### config.mk
export PLATFORM = sky130hd
export DESIGN_NAME = hci_core_wrr_scheduler
export DESIGN_NICKNAME = d
export VERILOG_FILES = /design/src/rtl/hci_core_wrr_scheduler_pkg.sv /design/src/rtl/hci_core_wrr_id_fifo.sv /design/src/rtl/hci_core_wrr_scheduler.sv
export SDC_FILE = /design/constraint.sdc
export NUM_CORES = 1
export LEC_CHECK = 0
export CORE_ASPECT_RATIO = 0.9
export CORE_MARGIN = 2
export CORE_UTILIZATION = 51
export DETAILED_ROUTE_END_ITERATION = 16
export PLACE_DENSITY = 0.81
export RECOVER_POWER = 100
export SYNTH_ARGS = -nofsm -noshare
export SYNTH_HDL_FRONTEND = slang
export SYNTH_HIERARCHICAL = 1
export SYNTH_SLANG_ARGS = --single-unit
### constraint.sdc
create_clock -name clk_i -period 3.5 [get_ports clk_i]
set_clock_uncertainty 0.15 [all_clocks]
set_input_delay 0.7 -clock clk_i [delete_from_list [all_inputs] [get_ports clk_i]]
set_output_delay 0.7 -clock clk_i [all_outputs]
set_load 0.01 [all_outputs]
### src/rtl/hci_core_wrr_scheduler_pkg.sv
// Shared types and defaults for the hci_core weighted round-robin scheduler.
package hci_package;
  localparam int HCI_WRR_WEIGHT_W       = 4;
  localparam int HCI_WRR_STARVE_DEFAULT = 16;
  typedef logic [HCI_WRR_WEIGHT_W-1:0] wrr_weight_t;
endpackage

### src/rtl/hci_core_wrr_id_fifo.sv
// In-order queue of issuing-requester IDs; head is visible combinationally.
// Push is ignored when full and pop is ignored when empty.
module hci_core_wrr_id_fifo #(
  parameter int  W     = 2,
  parameter int  DEPTH = 4,
  localparam int AW    = $clog2(DEPTH)
) (
  input  logic         clk,
  input  logic         rst,
  input  logic         clear,
  input  logic         push,
  input  logic [W-1:0] push_data,
  input  logic         pop,
  output logic [W-1:0] head,
  output logic         full,
  output logic         empty
);
  localparam logic [AW:0] FULL_CNT = DEPTH[AW:0];

  logic [W-1:0]  mem [DEPTH];
  logic [AW-1:0] wr_ptr, rd_ptr;
  logic [AW:0]   count;
  logic          do_push, do_pop;

  assign do_push = push && !full;
  assign do_pop  = pop && !empty;
  assign full    = (count == FULL_CNT);
  assign empty   = (count == '0);
  assign head    = mem[rd_ptr];

  always_ff @(posedge clk or posedge rst) begin
    if (rst) begin
      wr_ptr <= '0;
      rd_ptr <= '0;
      count  <= '0;
    end else if (clear) begin
      wr_ptr <= '0;
      rd_ptr <= '0;
      count  <= '0;
    end else begin
      if (do_push) wr_ptr <= wr_ptr + 1'b1;
      if (do_pop)  rd_ptr <= rd_ptr + 1'b1;
      if (do_push != do_pop) count <= do_push ? count + 1'b1 : count - 1'b1;
    end
  end

  // Storage needs no reset: an entry is only read after it has been written.
  always_ff @(posedge clk) begin
    if (do_push) mem[wr_ptr] <= push_data;
  end
endmodule

### src/rtl/hci_core_wrr_scheduler.sv
// Weighted round-robin owner of one hci_core channel: zero-latency grant, per-owner burst budget,
// starvation preemption, responses steered back in issue order; new requests stall while the ID queue is full.
module hci_core_wrr_scheduler
  import hci_package::*;
#(
  parameter int  NB_REQ       = 4,
  parameter int  WEIGHT_W     = HCI_WRR_WEIGHT_W,
  parameter int  MAX_OUTST    = 4,
  parameter int  STARVE_LIMIT = HCI_WRR_STARVE_DEFAULT,
  localparam int IDW          = $clog2(NB_REQ)
) (
  input  logic                       clk_i,
  input  logic                       rst_i,
  input  logic                       clear_i,
  input  logic [NB_REQ*WEIGHT_W-1:0] cfg_weight_i,
  input  logic [NB_REQ-1:0]          req_i,
  output logic [NB_REQ-1:0]          gnt_o,
  output logic [IDW-1:0]             sel_o,
  output logic                       out_req_o,
  input  logic                       out_gnt_i,
  input  logic                       out_r_valid_i,
  output logic [NB_REQ-1:0]          r_valid_o,
  output logic                       busy_o,
  output logic                       err_o
);
  localparam int WAITW = $clog2(STARVE_LIMIT + 1);

  logic [IDW-1:0]      owner_q;
  logic [WEIGHT_W-1:0] budget_q;
  logic [WAITW-1:0]    wait_q [NB_REQ];
  logic                err_q;
  logic [IDW-1:0]      winner, head;
  logic [WEIGHT_W-1:0] weight, reload;
  logic                found, full, empty, hs, pop;
  int                  cand;

  assign out_req_o = (|req_i) && !full;
  assign hs        = out_req_o && out_gnt_i;
  assign pop       = out_r_valid_i && !empty;
  assign sel_o     = winner;
  assign busy_o    = !empty;
  assign err_o     = err_q;
  assign gnt_o     = hs  ? (NB_REQ'(1) << winner) : '0;
  assign r_valid_o = pop ? (NB_REQ'(1) << head)   : '0;

  // Priority: starved requester, then current owner with budget left, then rotate past owner.
  always_comb begin
    winner = owner_q;
    found  = 1'b0;
    cand   = 0;
    for (int k = 0; k < NB_REQ; k++) begin
      if (!found && req_i[k] && (wait_q[k] >= WAITW'(STARVE_LIMIT))) begin
        winner = IDW'(k);
        found  = 1'b1;
      end
    end
    if (!found && req_i[owner_q] && (budget_q != '0)) found = 1'b1;
    for (int i = 1; i <= NB_REQ; i++) begin
      cand = (int'(owner_q) + i) % NB_REQ;
      if (!found && req_i[IDW'(cand)]) begin
        winner = IDW'(cand);
        found  = 1'b1;
      end
    end
  end

  // A zero weight still grants one beat, so the reload never underflows.
  assign weight = cfg_weight_i[int'(winner)*WEIGHT_W +: WEIGHT_W];
  assign reload = (weight == '0) ? '0 : weight - 1'b1;

  always_ff @(posedge clk_i or posedge rst_i) begin
    if (rst_i) begin
      owner_q  <= '0;
      budget_q <= '0;
      err_q    <= 1'b0;
      for (int k = 0; k < NB_REQ; k++) wait_q[k] <= '0;
    end else if (clear_i) begin
      owner_q  <= '0;
      budget_q <= '0;
      err_q    <= 1'b0;
      for (int k = 0; k < NB_REQ; k++) wait_q[k] <= '0;
    end else begin
      if (out_r_valid_i && empty) err_q <= 1'b1;
      if (hs) begin
        if ((winner == owner_q) && (budget_q != '0)) begin
          budget_q <= budget_q - 1'b1;
        end else begin
          owner_q  <= winner;
          budget_q <= reload;
        end
      end
      for (int k = 0; k < NB_REQ; k++) begin
        if (!req_i[k] || (hs && (winner == IDW'(k)))) wait_q[k] <= '0;
        else if (wait_q[k] < WAITW'(STARVE_LIMIT))    wait_q[k] <= wait_q[k] + 1'b1;
      end
    end
  end

  hci_core_wrr_id_fifo #(
    .W     (IDW),
    .DEPTH (MAX_OUTST)
  ) u_id_fifo (
    .clk       (clk_i),
    .rst       (rst_i),
    .clear     (clear_i),
    .push      (hs),
    .push_data (winner),
    .pop       (pop),
    .head      (head),
    .full      (full),
    .empty     (empty)
  );
endmodule

After elaboration in Yosys (flattened, before gate mapping)
Memory sizes are Yosys's and may differ from the RTL's.
Cells that the tools add are included.
{"block": "word_totals", "register_bits": 34, "latch_bits": 0, "ram_bits": 8, "mem_bits_ro": 0, "in_bits": 25, "out_inout_bits": 13, "wordCells": 164, "memories": 1}
{"memory": "u_id_fifo.mem", "depth": 4, "word_bits": 2, "rd": 1, "rd_ports_with_merged_regs": 0, "wr": 1, "line_no": "hci_core_wrr_id_fifo.sv:20", "text": "logic [W-1:0] mem [DEPTH];"}
{"block": "op_classes", "add_sub_neg": 14, "mul": 0, "div": 0, "n_lt_le_gt_ge": 13, "eq_ne": 7, "n_shift": 3, "muxes": 59, "bitwise_logic": 0, "n_reduce_logical": 57}
{"operator": "two-way mux 5 bit", "count": 8}
{"operator": "two-way mux 2 bit", "count": 15}
{"operator": "logical AND 1 bit", "count": 24}
{"operator": "two-way mux 4 bit", "count": 6}
{"operator": "two-way mux 1 bit", "count": 21}
{"operator": "adder 5 x 1 -> 5 bit, second input constant", "count": 4}
{"operator": "greater-or-equal comparator 5 bit, second input constant", "count": 4}
{"operator": "< comparator 5 bit, second input constant", "count": 4}
{"operator": "two-way mux 20 bit", "count": 1}
{"operator": "< comparator 2 x 4 -> 1 bit, second input constant", "count": 4}
{"operator": "variable part select 16 x 5 -> 4 bit", "count": 1}
{"operator": "logical NOT 1 bit", "count": 14}
{"operator": "nonzero test 3 bit", "count": 4}
{"operator": "binary-select mux 1 bit (select 2 bit)", "count": 5}
{"operator": "nonzero test 2 bit", "count": 5}
{"operator": "two-way mux 3 bit", "count": 3}
{"operator": "adder 2 x 1 -> 2 bit, second input constant", "count": 4}
{"operator": "left shift 1 x 2 -> 4 bit, first input constant", "count": 2}
{"operator": "subtractor 4 x 1 -> 4 bit, second input constant", "count": 2}
{"operator": "adder 2 bit, second input constant", "count": 2}
{"operator": "== test 2 bit, second input constant", "count": 2}
{"operator": "logical NOT 4 bit", "count": 1}
{"operator": "logical OR 1 bit", "count": 4}
{"operator": "nonzero test 4 bit", "count": 1}
{"operator": "12 further kinds", "count": 12}

Logic depth before layout (Yosys ltp)
Gate-level depths: netlist (run 1).
{"block": "logic_depth", "ltp_word": 37, "depth_mapped": 14, "ltp_nobuf": 14}

Hierarchy
The synthesis (run 1) kept the hierarchy.
{"mod": "hci_core_wrr_scheduler", "instances": 1, "cells_each": 236, "area_per_inst_um2": 2125.8, "seq_area_each_um2": 675.6}
{"mod": "hci_core_wrr_id_fifo", "instances": 1, "cells_each": 77, "area_per_inst_um2": 902.1, "seq_area_each_um2": 415.4}

Worst setup path after synthesis (run 1)
No wires, ideal clock.
{"block": "synth_timing", "path_kind": "input to register", "start": "input port req_i[1]", "end": "register budget_q[1]", "setup_ns": 0.139, "t_arrival_ns": 3.592, "required_time_ns": 3.211, "slack_ns": -0.380, "path_stages": 13, "cell_sequence": "clkbuf_1 mux4_2 a2111oi_4 a22oi_2 a21o_4 nand2_2 mux2i_1 mux2_2 ha_1 inv_1 or3b_1 a221oi_1 a211oi_1"}
{"block": "synth_via", "elab_chain_cells": 33}
{"item": "from (decl)", "line_no": "hci_core_wrr_scheduler.sv:16", "text": "input logic [NB_REQ-1:0] req_i,"}
{"item": "logical AND 1 bit (2 in a row)", "line_no": "hci_core_wrr_scheduler.sv:52", "text": "if (!found && req_i[k] && (wait_q[k] >= WAITW'(STARVE_LIMIT))) begin"}
{"item": "two-way mux 1 bit", "line_no": "hci_core_wrr_scheduler.sv:52"}
{"item": "logical NOT 1 bit", "line_no": "hci_core_wrr_scheduler.sv:52"}
{"item": "logical AND 1 bit (2 in a row)", "line_no": "hci_core_wrr_scheduler.sv:52"}
{"item": "two-way mux 1 bit", "line_no": "hci_core_wrr_scheduler.sv:52"}
{"item": "logical NOT 1 bit", "line_no": "hci_core_wrr_scheduler.sv:52"}
{"item": "logical AND 1 bit (2 in a row)", "line_no": "hci_core_wrr_scheduler.sv:52"}
{"item": "two-way mux 1 bit", "line_no": "hci_core_wrr_scheduler.sv:52"}
{"item": "[... 15 more ...]"}
{"item": "two-way mux 2 bit (*)", "line_no": "hci_core_wrr_scheduler.sv:60", "text": "if (!found && req_i[IDW'(cand)]) begin"}
{"item": "via sel_o[1]", "line_no": "hci_core_wrr_scheduler.sv:18", "text": "output logic [IDW-1:0] sel_o,"}
{"item": "variable part select 16 x 5 -> 4 bit", "line_no": "hci_core_wrr_scheduler.sv:68", "text": "assign weight = cfg_weight_i[int'(winner)*WEIGHT_W +: WEIGHT_W];"}
{"item": "subtractor 4 x 1 -> 4 bit or logical NOT 4 bit (tied branches)", "line_no": "hci_core_wrr_scheduler.sv:69", "text": "assign reload = (weight == '0) ? '0 : weight - 1'b1;"}
{"item": "two-way mux 4 bit", "line_no": "hci_core_wrr_scheduler.sv:69"}
{"item": "two-way mux 4 bit (*)", "line_no": "hci_core_wrr_scheduler.sv:85", "text": "if ((winner == owner_q) && (budget_q != '0)) begin"}
{"item": "two-way mux 4 bit (*)", "line_no": "hci_core_wrr_scheduler.sv:84", "text": "if (hs) begin"}
{"item": "two-way mux 4 bit (*)", "line_no": "hci_core_wrr_scheduler.sv:77", "text": "end else if (clear_i) begin"}
{"item": "to (signal assigned)", "line_no": "hci_core_wrr_scheduler.sv:86", "text": "budget_q <= budget_q - 1'b1;"}
{"item": "to (signal assigned)", "line_no": "hci_core_wrr_scheduler.sv:89", "text": "budget_q <= reload;"}
{"item": "to (decl)", "line_no": "hci_core_wrr_scheduler.sv:29", "text": "logic [WEIGHT_W-1:0] budget_q;"}
The timed path passes the listed nets; every way through them passes the cells marked *. The select of a mux whose other input is x is not followed.
A chain may end at the register's enable or synchronous reset.

Worst setup path in the final report (run 1)
{"block": "layout_timing", "start": "input port req_i[3]", "end": "register budget_q[1]"}
{"block": "layout_via", "elab_chain_cells": 25}
{"item": "logical AND 1 bit (2 in a row)", "line_no": "hci_core_wrr_scheduler.sv:52"}
{"item": "two-way mux 1 bit", "line_no": "hci_core_wrr_scheduler.sv:52"}
{"item": "logical NOT 1 bit", "line_no": "hci_core_wrr_scheduler.sv:57", "text": "if (!found && req_i[owner_q] && (budget_q != '0)) found = 1'b1;"}
{"item": "logical AND 1 bit (2 in a row)", "line_no": "hci_core_wrr_scheduler.sv:57"}
{"item": "two-way mux 1 bit", "line_no": "hci_core_wrr_scheduler.sv:57"}
{"item": "logical NOT 1 bit", "line_no": "hci_core_wrr_scheduler.sv:60"}
{"item": "logical AND 1 bit", "line_no": "hci_core_wrr_scheduler.sv:60"}
{"item": "two-way mux 1 bit", "line_no": "hci_core_wrr_scheduler.sv:60"}
{"item": "[... 7 more ...]"}
{"item": "logical AND 1 bit", "line_no": "hci_core_wrr_scheduler.sv:60"}
{"item": "two-way mux 2 bit", "line_no": "hci_core_wrr_scheduler.sv:60"}
{"item": "variable part select 16 x 5 -> 4 bit", "line_no": "hci_core_wrr_scheduler.sv:68"}
{"item": "subtractor 4 x 1 -> 4 bit or logical NOT 4 bit (tied branches)", "line_no": "hci_core_wrr_scheduler.sv:69"}
{"item": "two-way mux 4 bit", "line_no": "hci_core_wrr_scheduler.sv:69"}
{"item": "two-way mux 4 bit", "line_no": "hci_core_wrr_scheduler.sv:85"}
{"item": "two-way mux 4 bit", "line_no": "hci_core_wrr_scheduler.sv:84"}
{"item": "two-way mux 4 bit", "line_no": "hci_core_wrr_scheduler.sv:77"}
Several ways; a longest one is shown, not always the timed one. The select of a mux whose other input is x is not followed.

==> metrics.csv, run 1 <==
metric,value,unit
Layout area overhead,36.69,%
Final Setup Violations,11,
Num CTS Buffers,5,
Post-synth EDFFs,8,
post-layout util,0.7270,
clock-pin slew on the worst setup and hold paths,0.08,ns
Die H,77.10,um
crit path DAT,3.78,ns
Synth top area share,0.2810,
"Hold Vio Cnt, Final",0,
CP max FO,4,
port buffer count,37,
CTS Root Cell,clkbuf_8,
vias in the first global route,2985,
final instance area,4139,um^2
via count,2854,
largest cells by area after synthesis,"dfrtp_1 28%, edfxtp_1 7.9%, nor2_1 4.8%",
post-synth top area cell,dfrtp_1,
f_max,0.2662,GHz
GR Overflow Total,0,
Power Density,866.7,nW/um^2
all-layer global routing usage,0.2714,
n_diodes,0,
worst vdd ir,0.4646,mV
prevailing post-synth register cell,dfrtp_1,
Vias/cell,5.996,
gr busiest metal,met2,
routed len/inst,18.58,um
worst skew pair latency,0.30,ns
Synth Area per Inst,9.674,um^2
FP Rows,26,
"most used cell, CP",buf_6,
worst-path cell chain,buf_6 > mux4_2 > a2111oi_4 > buf_4 > buf_6 > a22oi_2 > a21o_4 > nand2_8 > buf_6 > mux2i_1 > mux2_4 > ha_4 > inv_2 > or3b_4 > a221oi_2 > a211oi_1,
largest net degree at the start of global routing,28,
Hold Worst Slack,0.3504,ns
Core Region,5693,um^2
Final Critical Period,3.757,ns
Worst Hold Class,register to register,
share of layout cells above drive strength 1,0.3276,
Synth Net Count,350,
met2 Track Usage GR,0.4570,
iteration-0 DRC count of the detailed router,186,
GP Congestion,0.8720,
dpl ws,-0.8571,ns
Post-DP HPWL,5753,um
residual DRC count,0,
failing checks,"max-capacitance violations, max-slew violations, negative setup slack",
max incr delay on CP,0.51,ns
Ports,38,
power after layout,3.587,mW
Post-CTS Hold Buffers,0,
WL final,8842,um
GR Layer Usage met1,0.3333,
synthesized netlist cell count,313,
max_cap viols,1,
Lkg Pwr,1.808,nW
RSZ-0062 raised after global routing,true,
Die Footprint,6570,um^2
count of final max-slew check failures,27,
DIE WIDTH,85.22,um
first-pass GRT wire length,14120,um
Syn. warnings,6,
nets,442,
CP Launch Type,input pin,
Max Root-Sink Buffers,2,
status,finished with violations,
post-synthesis cell area,3028,um^2
CTS tree,built,
asr flop ratio synth,0.8095,
Critical Path RT,3.53,ns
final worst setup slack,-0.2567,ns
number of antenna violations at the first check in global routing,0,
synth unique cells,73,
placed inst area,3794,um^2
Antenna Nets Post-Route,0,
DRT Pass-1 Iters,4,
met3 Use GR,0.05274,
final worst-path cycle share,1.073,
#FFs+latches synth,42,
Register-to-Register Setup Slack,-0.22,ns
number of clock sinks,42,
slowest stage cell on the critical path,mux4_2,
initial cell density of the core,0.5319,
Relative slew margins,-0.002661,
critical path class,input pin to register,
CTS H-Tree Depth,2,
Tightest Pin Transition,1.504,ns
CP Capture Type,register,
"Seq/Total Area, Yosys",0.3603,
-- power breakdown --
group	switching, mW	total (mW)	internal (mW)
logic	1.27	2.61	1.34
registers	0.0607	0.668	0.607
clock network	0.171	0.309	0.138
total	1.50	3.59	2.09
-- registers in the layout, indices dropped and copies added, names as in the netlist --
name,count
owner_q,2
u_id_fifo/rd_ptr,2
budget_q,4
err_o,1
u_id_fifo/mem,8
u_id_fifo/wr_ptr,2
u_id_fifo/count,3
wait_q,20
-- critical path, delay by kind of cell --
kind | cells | cell delay [ns]
AND/OR/NAND/NOR | 2 | 0.45
multiplexers | 3 | 0.89
adder cells (fa/ha/maj) | 1 | 0.13
buffers and inverters | 5 | 0.52
AO/OA/AOI/OAI | 5 | 1.08
-- routing by layer --
metal	wire length (um)	share of wire	vias up
met2	4489	0.51	124
met3	558	0.063	27
met1	3542	0.40	1394
met4	252	0.029	0
li1	-	-	1309
met5	0	0	-
-- cell usage in the layout (no fill, tap or decap), drive strengths merged, types with 3 or more instances in the layout --
cell           count
o21a               3
clkinv             3
nand2b             5
dlygate4sd3        3
clkbuf             9
a21o               3
o21ai             12
xor2              10
a21oi             14
inv               19
nor2b              7
xnor2              5
a31oi              7
mux2i             14
a21boi             3
edfxtp             8
and3               9
mux4               5
nand2             11
nand4b             4
dfrtp             34
buf               74
nand3              8
or3                3
nor3               3
mux2               3
or3b               4
ha                11
nand3b             7
clkdlybuf4s50     24
nor2              40
a211oi             6
-- Yosys cell counts (3+ instances only) --
| cell | number |
|---|---|
| nand4b_1 | 4 |
| mux2_2 | 3 |
| a31oi_1 | 7 |
| and3_2 | 4 |
| clkbuf_1 | 13 |
| a21oi_1 | 12 |
| nand3_1 | 8 |
| a21boi_0 | 3 |
| xnor2_1 | 5 |
| a211oi_1 | 6 |
| nor2b_1 | 7 |
| nand2b_1 | 5 |
| nand3b_1 | 7 |
| or3_1 | 3 |
| edfxtp_1 | 8 |
| nor3_1 | 3 |
| mux4_2 | 5 |
| o21a_1 | 3 |
| nor2_1 | 39 |
| ha_1 | 11 |
| inv_1 | 19 |
| o21ai_0 | 9 |
| buf_2 | 4 |
| xor2_1 | 10 |
| dfrtp_1 | 34 |
| nand2_1 | 9 |
| and3_1 | 4 |
| mux2i_1 | 14 |
-- logic make-up (layout without fill, tap and decap cells) --
kind of cell	count (synthesis)	count (layout)	synth area share
buffers and inverters	41	133	0.06323
xor gates and xnor gates	15	15	0.04339
muxes	22	22	0.09463
and+or+nand+nor	108	109	0.1992
DFF	42	42	0.3603
adders and majority gates	12	12	0.05207
AOI/OAI and AO/OA	73	73	0.1872
-- final cells by class --
cell class / count / area [um^2]
Clock buffer: 6 / 72.57
Fill cell: 387 / 1554
Sequential cell: 42 / 1091
Multi-Input combinational cell: 231 / 1913
Tap cell: 70 / 87.58
Timing Repair Buffer: 104 / 880.8
Inverter: 21 / 85.08
Clock inverter: 2 / 8.758
-- timing repair --
action / 4_1_cts / 5_1_grt
gates cloned: 1 / 0
setup endpoints to repair: 12 / 12
setup buffers: 14 / 7
pin swaps: 13 / 15
gates resized for setup: 55 / 22
-- final timing paths --
path	cells after the start	to	from
worst min-delay path	2	err_o	err_o
max in group asynchronous	3	wait_q[16]	rst_i
worst max-delay path	16	budget_q[1]	req_i[3]
worst max register to register	17	budget_q[1]	budget_q[1]
min in group asynchronous	2	u_id_fifo/wr_ptr[0]	rst_i
worst min register to register	2	err_o	err_o
-- stage by stage --
stage / setup TNS (ns) / cells
2_1_floorplan: -0.3206 / 313
3_3_place_gp: -7.420 / 448
3_5_place_dp: -9.422 / 448
4_1_cts: -1.007 / 471
5_1_grt: -3.025 / 476
6_report: -1.592 / 476
Note: power is estimated with default switching activity, not from simulation.
==> inputs of run 2 (changes only) <==
- CORE_UTILIZATION: 51 -> 52
- CTS_BUF_LIST: unset -> sky130_fd_sc_hd__clkbuf_8
- PLACE_DENSITY: 0.81 -> 0.83
==> run 2 against run 1 <==
Against the previous run: sequential power hardly changed; fmax up 1.2%; first-iteration DRC count is 7.5% higher; setup slack better by 0.044 ns; largest power group unchanged; power shrank 0.82%; count of clock-buffer cells in the layout is the same; wire length fell by 6.6%; the flow still finishes with violations (max-capacitance violations, max-slew violations, negative setup slack); global-route usage down 2.1 points; combinational power decreased by 2%; highest routed layer unchanged.
==> metrics.csv, run 2 (same netlist as run 1, synthesis figures left out) <==
metric,value,unit
status,finished with violations,
failing checks,"max-capacitance violations, max-slew violations, negative setup slack",
Layout area overhead,35.83,%
CP Capture Type,register,
post-layout util,0.7266,
"Largest delay share family, worst path",compound AO/OA/AOI/OAI gates,
Multi-input gate area,1878,um^2
largest net degree at the start of global routing,28,
most frequent cells in the layout,"57 x buf_4, 37 x nor2_1, 34 x dfrtp_1",
Antenna Nets Post-Route,0,
Core Region,5660,um^2
worst-path cell chain,buf_8 > mux4_2 > a2111oi_4 > buf_4 > a22oi_2 > a21o_4 > nand2_8 > buf_12 > mux2i_1 > mux2_4 > ha_4 > inv_2 > or3b_4 > a221oi_2 > a211oi_1,
via count,2818,
crit path DAT,3.74,ns
residual DRC count,0,
Tightest Pin Transition,1.523,ns
clock-pin slew on the worst setup and hold paths,0.08,ns
Post-DP HPWL,5787,um
Final Setup Violations,11,
CP bufs+invs,4,
RSZ-0062 raised after global routing,true,
CTS Root Cell,clkbuf_8,
WP depth,15,
first-pass GRT wire length,12910,um
worst vdd ir,0.4580,mV
hold depth,2,
final worst setup slack,-0.2128,ns
Fillers,395,
Die H,76.39,um
"most common cell after layout, fill and taps aside",buf_4,
worst skew pair latency,0.30,ns
GP Congestion,0.9123,
final worst-path cycle share,1.061,
slowest stage cell on the critical path,mux4_2,
f_max,0.2693,GHz
nets,440,
share of layout cells above drive strength 1,0.3144,
Lkg Pwr,1.796,nW
Final Critical Period,3.713,ns
initial cell density of the core,0.5349,
all-layer global routing usage,0.2501,
iteration-0 DRC count of the detailed router,200,
CTS tree,built,
Largest register FFs,20,
n_diodes,0,
Die Footprint,6450,um^2
max incr delay on CP,0.52,ns
Worst Hold Class,register to register,
Reg2Reg Depth,16,
FP Rows,26,
Top Registers,"wait_q x20, u_id_fifo/mem x8, budget_q x4",
routed len/inst,17.42,um
critical path class,input pin to register,
Ports,38,
DIE WIDTH,84.44,um
count of final max-slew check failures,28,
Vias/cell,5.945,
register area,1091,um^2
max_cap viols,1,
Relative slew margins,-0.01552,
CTS H-Tree Depth,2,
Num CTS Buffers,5,
"Hold Vio Cnt, Final",0,
Total Neg Setup Slack,-1.098,ns
DRT Pass-1 Iters,5,
WL final,8258,um
Max Root-Sink Buffers,2,
number of antenna violations at the first check in global routing,0,
CP max FO,4,
Critical Path RT,3.53,ns
port buffer count,37,
GR Overflow Total,0,
Power Density,865.1,nW/um^2
CP Launch Type,input pin,
vias in the first global route,2748,
number of clock sinks,42,
Top reg by flops,wait_q,
-- run 2: final cells by class --
type,count,area share
well taps,70,0.02130
repair buffers,103,0.2130
multi-input cells,230,0.4566
flip-flops and latches,42,0.2653
inverters,21,0.02069
clock buffers,6,0.02008
clock inverters,2,0.003042
-- run 2: worst reg2reg max path: cells and delay by family, from the launching register on --
kind	cells	cell delay [ns]
AO/OA/AOI/OAI	5	0.99
AND/OR/NAND/NOR	3	0.89
buffers and inverters	4	0.43
multiplexers	2	0.41
flip-flops	1	0.40
adder cells (fa/ha/maj)	2	0.26
-- run 2: worst paths after layout --
check                            start                  end  slack, ns
min reg2reg                      err_o                err_o       0.35
max reg2reg                budget_q[0]          budget_q[1]      -0.15
min in group asynchronous        rst_i  u_id_fifo/wr_ptr[1]       0.68
max in group asynchronous        rst_i            wait_q[0]       1.06
max                           req_i[3]          budget_q[1]      -0.21
min                              err_o                err_o       0.35
-- run 2: what timing repair did --
item | CTS | global route
buffers inserted | 8 | 8
hold buffers | 0 | 0
setup endpoints to repair | 12 | 12
pin swaps | 12 | 10
resized for setup | 47 | 25
-- run 2: where the power goes --
part	internal [mW]	switching (mW)	leakage, nW	total, mW
Clock	0.159	0.175	0.0472	0.334
Combinational	1.33	1.23	1.21	2.56
Sequential	0.607	0.0586	0.537	0.666
Total	2.10	1.46	1.80	3.56
-- run 2: stage by stage --
step	worst slack, ns	cells	cell area, um^2	hold WS, ns	power [mW]
floorplan	-0.2124	313	3095	0.3534	1.945
global placement	-0.8044	451	3841	0.3320	2.699
detailed placement	-0.8828	451	3841	0.3481	2.791
CTS	-0.1680	467	4025	0.3703	3.318
global route	-0.3013	474	4113	0.3947	3.747
finish	-0.2128	474	4113	0.3537	3.558
-- run 2: layer usage --
layer	vias to the layer above	GRT usage	routed length, um
met3	29	0.04117	406
li1	1312	-	-
met4	0	0.09683	239
met1	1374	0.3102	3429
met5	-	0	0
met2	103	0.4357	4183
